**config.mk**
```make
export PLATFORM = sky130hd
export DESIGN_NAME = mcu_spi
export DESIGN_NICKNAME = d
export VERILOG_FILES = /design/src/rtl/mcu_pkg.sv /design/src/rtl/spi_sync_edge.sv /design/src/rtl/mcu_spi.sv
export SDC_FILE = /design/constraint.sdc
export NUM_CORES = 1
export LEC_CHECK = 0
export ABC_AREA = 0
export BUFFER_PORTS_ARGS = -buffer_cell sky130_fd_sc_hd__buf_2
export CELL_PAD_IN_SITES_DETAIL_PLACEMENT = 1
export CELL_PAD_IN_SITES_GLOBAL_PLACEMENT = 2
export CORE_MARGIN = 10
export CORE_UTILIZATION = 30
export CTS_BUF_LIST = sky130_fd_sc_hd__clkbuf_4 sky130_fd_sc_hd__clkbuf_8
export DETAILED_ROUTE_END_ITERATION = 10
export PLACE_DENSITY = 0.74
export SETUP_SLACK_MARGIN = 0.5
export SLEW_MARGIN = 0
export SYNTH_ARGS = -nofsm -noshare
export SYNTH_HDL_FRONTEND = slang
export SYNTH_HIERARCHICAL = 1
export SYNTH_SLANG_ARGS = --single-unit
```
**constraint.sdc**
```tcl
create_clock -name clk -period 1.5 [get_ports clk]
set_clock_uncertainty 0.1 [all_clocks]
set_input_delay 0.225 -clock clk [delete_from_list [all_inputs] [get_ports clk]]
set_output_delay 0.225 -clock clk [all_outputs]
set_load 0.03 [all_outputs]
```
**src/rtl/mcu_pkg.sv**
```systemverilog
// Shared definitions for the MCU SPI front end: frame state encoding and
// target codes carried in the first byte of every frame.
package mcu_pkg;

  typedef enum logic [1:0] {
    IDLE   = 2'd0,
    TARGET = 2'd1,
    CMD    = 2'd2,
    DATA   = 2'd3
  } state_t;

  localparam logic [7:0] TGT_SYS = 8'd1;
  localparam logic [7:0] TGT_HID = 8'd2;
  localparam logic [7:0] TGT_OSD = 8'd3;
  localparam logic [7:0] TGT_SDC = 8'd4;

  function automatic logic tgt_valid(input logic [7:0] tgt);
    return (tgt >= TGT_SYS) && (tgt <= TGT_SDC);
  endfunction

endpackage

```
**src/rtl/spi_sync_edge.sv**
```systemverilog
// Multi-flop synchroniser for an asynchronous input, with single-cycle
// rise/fall indications derived from the synchronised level.
module spi_sync_edge #(
  parameter int STAGES = 2
) (
  input  logic clk,
  input  logic reset,
  input  logic din,
  output logic q,
  output logic rise,
  output logic fall
);

  logic [STAGES-1:0] sync_r;
  logic              prev_r;

  // Synchroniser chain plus one delayed copy for edge detection.
  always_ff @(posedge clk) begin
    if (!reset) begin
      sync_r <= {STAGES{1'b0}};
      prev_r <= 1'b0;
    end else begin
      sync_r <= {sync_r[STAGES-2:0], din};
      prev_r <= sync_r[STAGES-1];
    end
  end

  assign q    = sync_r[STAGES-1];
  assign rise = sync_r[STAGES-1] & ~prev_r;
  assign fall = ~sync_r[STAGES-1] & prev_r;

endmodule

```
**src/rtl/mcu_spi.sv**
```systemverilog
// SPI mode-0 slave front end: deframes MCU bytes in the clk domain, routes
// them to one of four targets as strobes and shifts replies back one byte late.
module mcu_spi
  import mcu_pkg::*;
#(
  parameter int SYNC_STAGES = 2
) (
  input  logic       clk,
  input  logic       reset,
  input  logic       spi_io_ss,
  input  logic       spi_io_clk,
  input  logic       spi_io_din,
  output logic       spi_io_dout,
  output logic       mcu_start,
  output logic [7:0] mcu_dout,
  output logic       mcu_sys_strobe,
  output logic       mcu_hid_strobe,
  output logic       mcu_osd_strobe,
  output logic       mcu_sdc_strobe,
  input  logic [7:0] mcu_sys_din,
  input  logic [7:0] mcu_hid_din,
  input  logic [7:0] mcu_osd_din,
  input  logic [7:0] mcu_sdc_din
);

  logic ss_q, ss_rise, ss_fall;
  logic sck_q, sck_rise, sck_fall;
  logic [SYNC_STAGES-1:0] mosi_sync_r;
  logic mosi_q;

  state_t     state_r;
  logic [2:0] bit_cnt_r;
  logic [7:0] rx_r;
  logic [7:0] tx_r;
  logic [7:0] tgt_r;
  logic       byte_done_r;
  logic       load_pend_r;
  logic       reply_ok_r;
  logic [7:0] reply_s;

  spi_sync_edge #(.STAGES(SYNC_STAGES)) u_ss_sync (
    .clk  (clk),
    .reset(reset),
    .din  (spi_io_ss),
    .q    (ss_q),
    .rise (ss_rise),
    .fall (ss_fall)
  );

  spi_sync_edge #(.STAGES(SYNC_STAGES)) u_sck_sync (
    .clk  (clk),
    .reset(reset),
    .din  (spi_io_clk),
    .q    (sck_q),
    .rise (sck_rise),
    .fall (sck_fall)
  );

  // MOSI synchroniser, same depth as SCK so data and edge stay aligned.
  always_ff @(posedge clk) begin
    if (!reset) begin
      mosi_sync_r <= {SYNC_STAGES{1'b0}};
    end else begin
      mosi_sync_r <= {mosi_sync_r[SYNC_STAGES-2:0], spi_io_din};
    end
  end

  assign mosi_q      = mosi_sync_r[SYNC_STAGES-1];
  assign spi_io_dout = tx_r[7];

  // Reply byte of the currently selected target.
  always_comb begin
    reply_s = 8'h00;
    case (tgt_r)
      TGT_SYS: reply_s = mcu_sys_din;
      TGT_HID: reply_s = mcu_hid_din;
      TGT_OSD: reply_s = mcu_osd_din;
      TGT_SDC: reply_s = mcu_sdc_din;
      default: reply_s = 8'h00;
    endcase
  end

  // Deframer, frame state machine, strobe generation and MISO shifter.
  always_ff @(posedge clk) begin
    if (!reset) begin
      state_r        <= IDLE;
      bit_cnt_r      <= 3'd0;
      rx_r           <= 8'h00;
      tx_r           <= 8'h00;
      tgt_r          <= 8'h00;
      byte_done_r    <= 1'b0;
      load_pend_r    <= 1'b0;
      reply_ok_r     <= 1'b0;
      mcu_dout       <= 8'h00;
      mcu_start      <= 1'b0;
      mcu_sys_strobe <= 1'b0;
      mcu_hid_strobe <= 1'b0;
      mcu_osd_strobe <= 1'b0;
      mcu_sdc_strobe <= 1'b0;
    end else begin
      mcu_start      <= 1'b0;
      mcu_sys_strobe <= 1'b0;
      mcu_hid_strobe <= 1'b0;
      mcu_osd_strobe <= 1'b0;
      mcu_sdc_strobe <= 1'b0;
      byte_done_r    <= 1'b0;
      if (ss_q || ss_rise) begin
        // SS high aborts any partial byte; SCK edges this cycle are ignored.
        state_r     <= IDLE;
        bit_cnt_r   <= 3'd0;
        tx_r        <= 8'h00;
        load_pend_r <= 1'b0;
      end else if (state_r == IDLE) begin
        // A frame only begins on a seen SS falling edge, so SS held low out of reset is ignored.
        bit_cnt_r <= 3'd0;
        if (ss_fall) begin
          state_r <= TARGET;
        end else begin
          state_r <= IDLE;
        end
      end else begin
        if (sck_rise) begin
          rx_r        <= {rx_r[6:0], mosi_q};
          bit_cnt_r   <= bit_cnt_r + 3'd1;
          byte_done_r <= (bit_cnt_r == 3'd7);
        end
        if (byte_done_r) begin
          load_pend_r <= 1'b1;
          case (state_r)
            TARGET: begin
              tgt_r      <= rx_r;
              reply_ok_r <= 1'b0;
              state_r    <= CMD;
            end
            CMD, DATA: begin
              mcu_dout   <= rx_r;
              reply_ok_r <= tgt_valid(tgt_r);
              mcu_start  <= (state_r == CMD) && tgt_valid(tgt_r);
              case (tgt_r)
                TGT_SYS: mcu_sys_strobe <= 1'b1;
                TGT_HID: mcu_hid_strobe <= 1'b1;
                TGT_OSD: mcu_osd_strobe <= 1'b1;
                TGT_SDC: mcu_sdc_strobe <= 1'b1;
                default: mcu_start      <= 1'b0;
              endcase
              state_r <= DATA;
            end
            default: state_r <= IDLE;
          endcase
        end
        // First falling edge after a byte loads the reply; later ones shift it.
        if (sck_fall) begin
          if (load_pend_r) begin
            tx_r        <= reply_ok_r ? reply_s : 8'h00;
            load_pend_r <= 1'b0;
          end else begin
            tx_r <= {tx_r[6:0], 1'b0};
          end
        end
      end
    end
  end

endmodule
```
* Word-level counts from Yosys, hierarchy flattened
Index checks and enable logic that the tools add are counted.
** Operators by class
- Order comparisons :: 2
- Div/mod/pow operators :: 0
- Shift-type cells :: 0
- Multiply operators :: 0
- Reduce and logical (&&, ||, !) cells :: 18
- Mux-type cells :: 15
- Equal/unequal tests :: 8
- Bitwise logic cells :: 15
- Add/subtract/negate cells :: 1
** Operator list (number)
- $pmux 8 s4 :: 1
- $eq 8x2->1 const B :: 2
- $mux 8 :: 2
- $reduce_and 4->1 :: 3
- $not 1->1 :: 11
- $eq 8x1->1 const B :: 1
- $eq 8x3->1 const B :: 1
- $ge 8x1->1 const B :: 1
- $le 8x3->1 const B :: 1
- $mux 1 :: 8
- $reduce_or 4->1 :: 2
- $reduce_or 6->1 :: 1
- $reduce_or 5->1 :: 1
- $and 1x1->1 :: 4
- $eq 2x2->1 const B :: 2
- $mux 2 :: 2
- $pmux 2 s2 :: 1
- $reduce_bool 2->1 :: 2
- $reduce_or 2->1 :: 2
- $add 3x1->3 const B :: 1
- $eq 3x3->1 const B :: 1
- $reduce_and 3->1 :: 1
- $reduce_or 3->1 :: 1
- $eq 2x1->1 const B :: 1
- 5 further kinds :: 6
** Storage, ports and cells
- Memories kept :: 0
- Output and inout port bits :: 14
- ROM bits :: 0
- Memory bits (writable) :: 0
- Latch bits :: 0
- Register bits :: 53

* Logic depth before layout (Yosys ltp)
- Word-level depth :: 5
- Gate-level depth with buffers :: 6
- Depth with buffers taken out :: 5

* Cells and area by module
The synthesis kept the hierarchy.
** By module, submodules not included
- mcu_spi :: times used 1, cells an instance 235, area each 2144.6 µm², seq. area each 940.9 µm²
- spi_sync_edge :: times used 2, cells an instance 8, area each 91.3 µm², seq. area each 60.1 µm²

* Worst setup path after synthesis
Ideal clock, no wire load.
- Path kind :: register to register
- Start :: reg u_ss_sync.sync_r[1]
- End :: reg tgt_r[0]
- Path buffers :: 1
- Data arrival time :: 1322 ps
- Library setup time :: 116 ps
- Cell stages (with the launch flop) :: 7
- Data required time :: 1284 ps
- Setup slack :: -38 ps
- Path through :: dfxtp_1 nor2b_1 nor2_1 and4b_1 buf_2 mux2i_1 nor2b_1
** On the way
- Word-level cells in the longest chain between the ends :: 4
** Ends and longest elaborated chain
- start: declaration :: RTL line spi_sync_edge.sv:14 : logic [STAGES-1:0] sync_r;
- start signal: assignment :: RTL line spi_sync_edge.sv:20 : sync_r <= {STAGES{1'b0}};
- start signal: assignment :: RTL line spi_sync_edge.sv:23 : sync_r <= {sync_r[STAGES-2:0], din};
- $and 1x1->1 :: RTL line spi_sync_edge.sv:29 : assign rise = sync_r[STAGES-1] & ~prev_r;
- named net ss_rise :: RTL line mcu_spi.sv:26 : logic ss_q, ss_rise, ss_fall;
- $logic_or 1x1->1 :: RTL line mcu_spi.sv:107 : if (ss_q || ss_rise) begin
- $not 1->1 (no line)
- $reduce_and 4->1 (no line)
- end signal: assignment :: RTL line mcu_spi.sv:131 : tgt_r <= rx_r;
- end: declaration :: RTL line mcu_spi.sv:35 : logic [7:0] tgt_r;
The timed path passes the listed nets, and every way through them passes these cells.
A chain may end at the register's enable or synchronous reset.

* Final worst setup path
- Start :: reg u_ss_sync.sync_r[1]
- End :: reg tgt_r[3]
The elaborated chain is that of the path after synthesis.

==> metrics.txt <==
Synth Area in Simple Gates 26.2%; die width between 100 and 150 um; Initial Util between 30% and 40%; Max Transition Viols Final 0; cell with the most instances after synthesis dfxtp_1; met3 usage approximately 3.7%; final hold slack 12.9 ps; post-synthesis adder-cell area fraction between 1 and 1.5%; RR Endpoint tgt_r[3]; Initial DRC Count 41; synthesis-to-layout area growth 49.6%; fmax between 0.6 and 0.7 GHz; # nets final 367; area of the core around 7600 um2; Mapped Cells approximately 250; Syn Std Cell Area 2330 um2; Detailed Routing Iterations Pass 1 4; met1 global-route usage 14.7%; RSZ-0062 raised after global routing yes; DP Wirelength approximately 4700 um; status finished with violations; Synthesized Nets just under 300; Hold EP mosi_sync_r[0]; largest net degree at the start of global routing 39; post-synthesis register bit count 53; # IOs 51; initial antenna violation count 0; failing checks negative setup slack; Synth Flop Type dfxtp_1; # diodes 0; Data arrival, critical path about 1700 ps; via count about 2,100; largest family of logic cells by synthesized area simple AND/OR/NAND/NOR gates; htree depth 2; CTS tree done; Period minus WS final 1580 ps; Root Buffer clkbuf_8; Hold Startpoint spi_io_din; die area 11,700 um2; final WL between 6000 and 7000 um; Clock Sinks 53; Yosys top cell area share around 46%; share of cells above drive strength 1 52.7%; pwr dens 735 nW/um2; Least-Margin Pin Slew 396 ps; GPL Wtd Cong 0.749; Synth Area in Compound Gates 15.4%; syn_area_per_cell approximately 9.3 um2; crit path kind reg -> reg; post-synthesis xor/xnor area fraction less than 1%; Peak VDD IR between 400 and 500 uV; vias in the first global route between 2,000 and 2,500; gr usage total between 10% and 20%; R2R setup slack -80 ps; via/cell ratio slightly below 5; Leak Pwr roughly 1.3 nW; # rows 32; CP Max Fanout 8; Port Buf Inserts 50; Worst-path clk slew about 100 ps; Syn. warnings 6; Die Y around 110 um; Area contributors post-synth dfxtp_1, mux2i_1, a21boi_0; worst-case clock buffer depth 2; average wire per standard cell between 15 and 20 um; FFs w/ async S/R, synth 0%; crit end category register; clock latency at the later pin of the worst-skew pair ~310 ps; max_cap viols 0; sequential share of the synthesized area a little under half; Max-slew headroom between 70% and 80%; met2 global-route usage about a fifth; CP startpoint kind register; setup violation total in the final timing report 16; Commonest cells post-synth dfxtp_1, nand2_1, nor2_1; worst hold path type in -> reg; Final WS setup -77.3 ps; Distinct cells, synth slightly above 40; GRT busiest layer met2; Tcrit/Tclk final 105%; ANT nets after route 0; Fin. Hold Viols 0; Place WS -55.1 ps; number of enable flip-flop cells after synthesis 0; first-pass GRT wire length between 10,000 and 15,000 um; CTS Buf Count 5; FF-to-FF path depth 6; WP data required approximately 1600 ps; GR Overflow Total 0; FF-to-FF Start u_ss_sync/sync_r[1]; Synth area leader dfxtp_1; DRC Markers 0; WHS Path Cells 2; multiplexer share of the synthesized area under 10%
flip-flops by register name (all words and copies together), names as in the netlist, 2 cells and up:
register,count
mosi_sync_r,2
bit_cnt_r,3
state_r,2
tx_r,8
mcu_dout,8
rx_r,8
u_ss_sync/sync_r,2
tgt_r,8
u_sck_sync/sync_r,2
cells in the final DEF (no fill, tap or decap), drive strengths merged, types with 3 or more instances in the layout:
cell type	count
a21boi	17
nor2b	12
a21o	6
a32o	7
nand2	33
dfxtp	53
mux2i	18
nor3b	3
buf	81
o22ai	6
a21oi	4
nor3	17
o21ai	3
nand3	10
clkbuf	5
and2	9
nor2	21
per-layer routing:
layer  share of wire [%]  up-vias  wire length [um]
li1                    -     1039                 -
met1                  45      991              3160
met2                  48       34              3380
met3                 4.7        8               329
met4                 1.4        0                97
met5                   0        -                 0
timing repair:
action / 4_1_cts / 5_1_grt
hold buffers: 0 / 1
endpoints found under the setup margin: 59 / 59
cloned: 3 / 0
pin swaps: 12 / 23
buffers inserted: 6 / 7
gates resized for setup: 84 / 38
hold endpoints to repair: 0 / 1
critical path: stages (launching register included):
cell     delay, ps
dfxtp_4        370
nor2b_4        150
nor2_4         130
and4b_1        270
buf_12         150
mux2i_1        240
nor2b_1         70
how the worst max path moves through the flow:
| stage | start | endpoint | slack [ps] | cells after the start |
|---|---|---|---|---|
| detailed placement | tgt_r[6] | tx_r[7] | -60 | 5 |
| finish | u_ss_sync/sync_r[1] | tgt_r[3] | -80 | 6 |
| floorplan | tgt_r[5] | tx_r[0] | 70 | 4 |
| global route | tgt_r[5] | tx_r[2] | -130 | 5 |
| global placement | tgt_r[0] | tx_r[0] | -10 | 4 |
| CTS | tgt_r[5] | tx_r[7] | -50 | 5 |
report_power, final:
part / internal [mW] / total, mW / switching (mW)
sequential: 1.41 / 1.42 / 0.00661
combinational: 0.0989 / 0.177 / 0.0786
clock: 0.486 / 0.960 / 0.474
total: 2.00 / 2.56 / 0.559
kinds of logic (layout without fill, tap and decap cells):
group	after synthesis	count (layout)
fa+ha+maj	2	2
flops	53	53
buf+inv	14	90
xor+xnor	1	1
compound gates	47	47
mux	18	18
simple gates	116	117
metrics by stage:
step	power [mW]	instance area, um2	utilization, %	std cells	TNS (ps)
3_5_place_dp	1.58	2840	37.1	406	-118
2_1_floorplan	1.51	2390	-	251	0
3_3_place_gp	1.58	2840	37.1	406	-9.91
5_1_grt	2.68	3480	45.5	430	-1660
6_report	2.56	3480	45.5	430	-364
4_1_cts	2.57	3270	42.8	422	-128
cell type report:
class                      instances  area (um2)
fill                             861        4170
clock buffer                       5        68.8
clock inverter                     2        35.0
multi-input combinational        185        1470
timing repair buffer              82         687
sequential                        53        1090
inverter                           1        3.75
tap                              102         128
No activity file was read; power rests on OpenSTA's default activity.
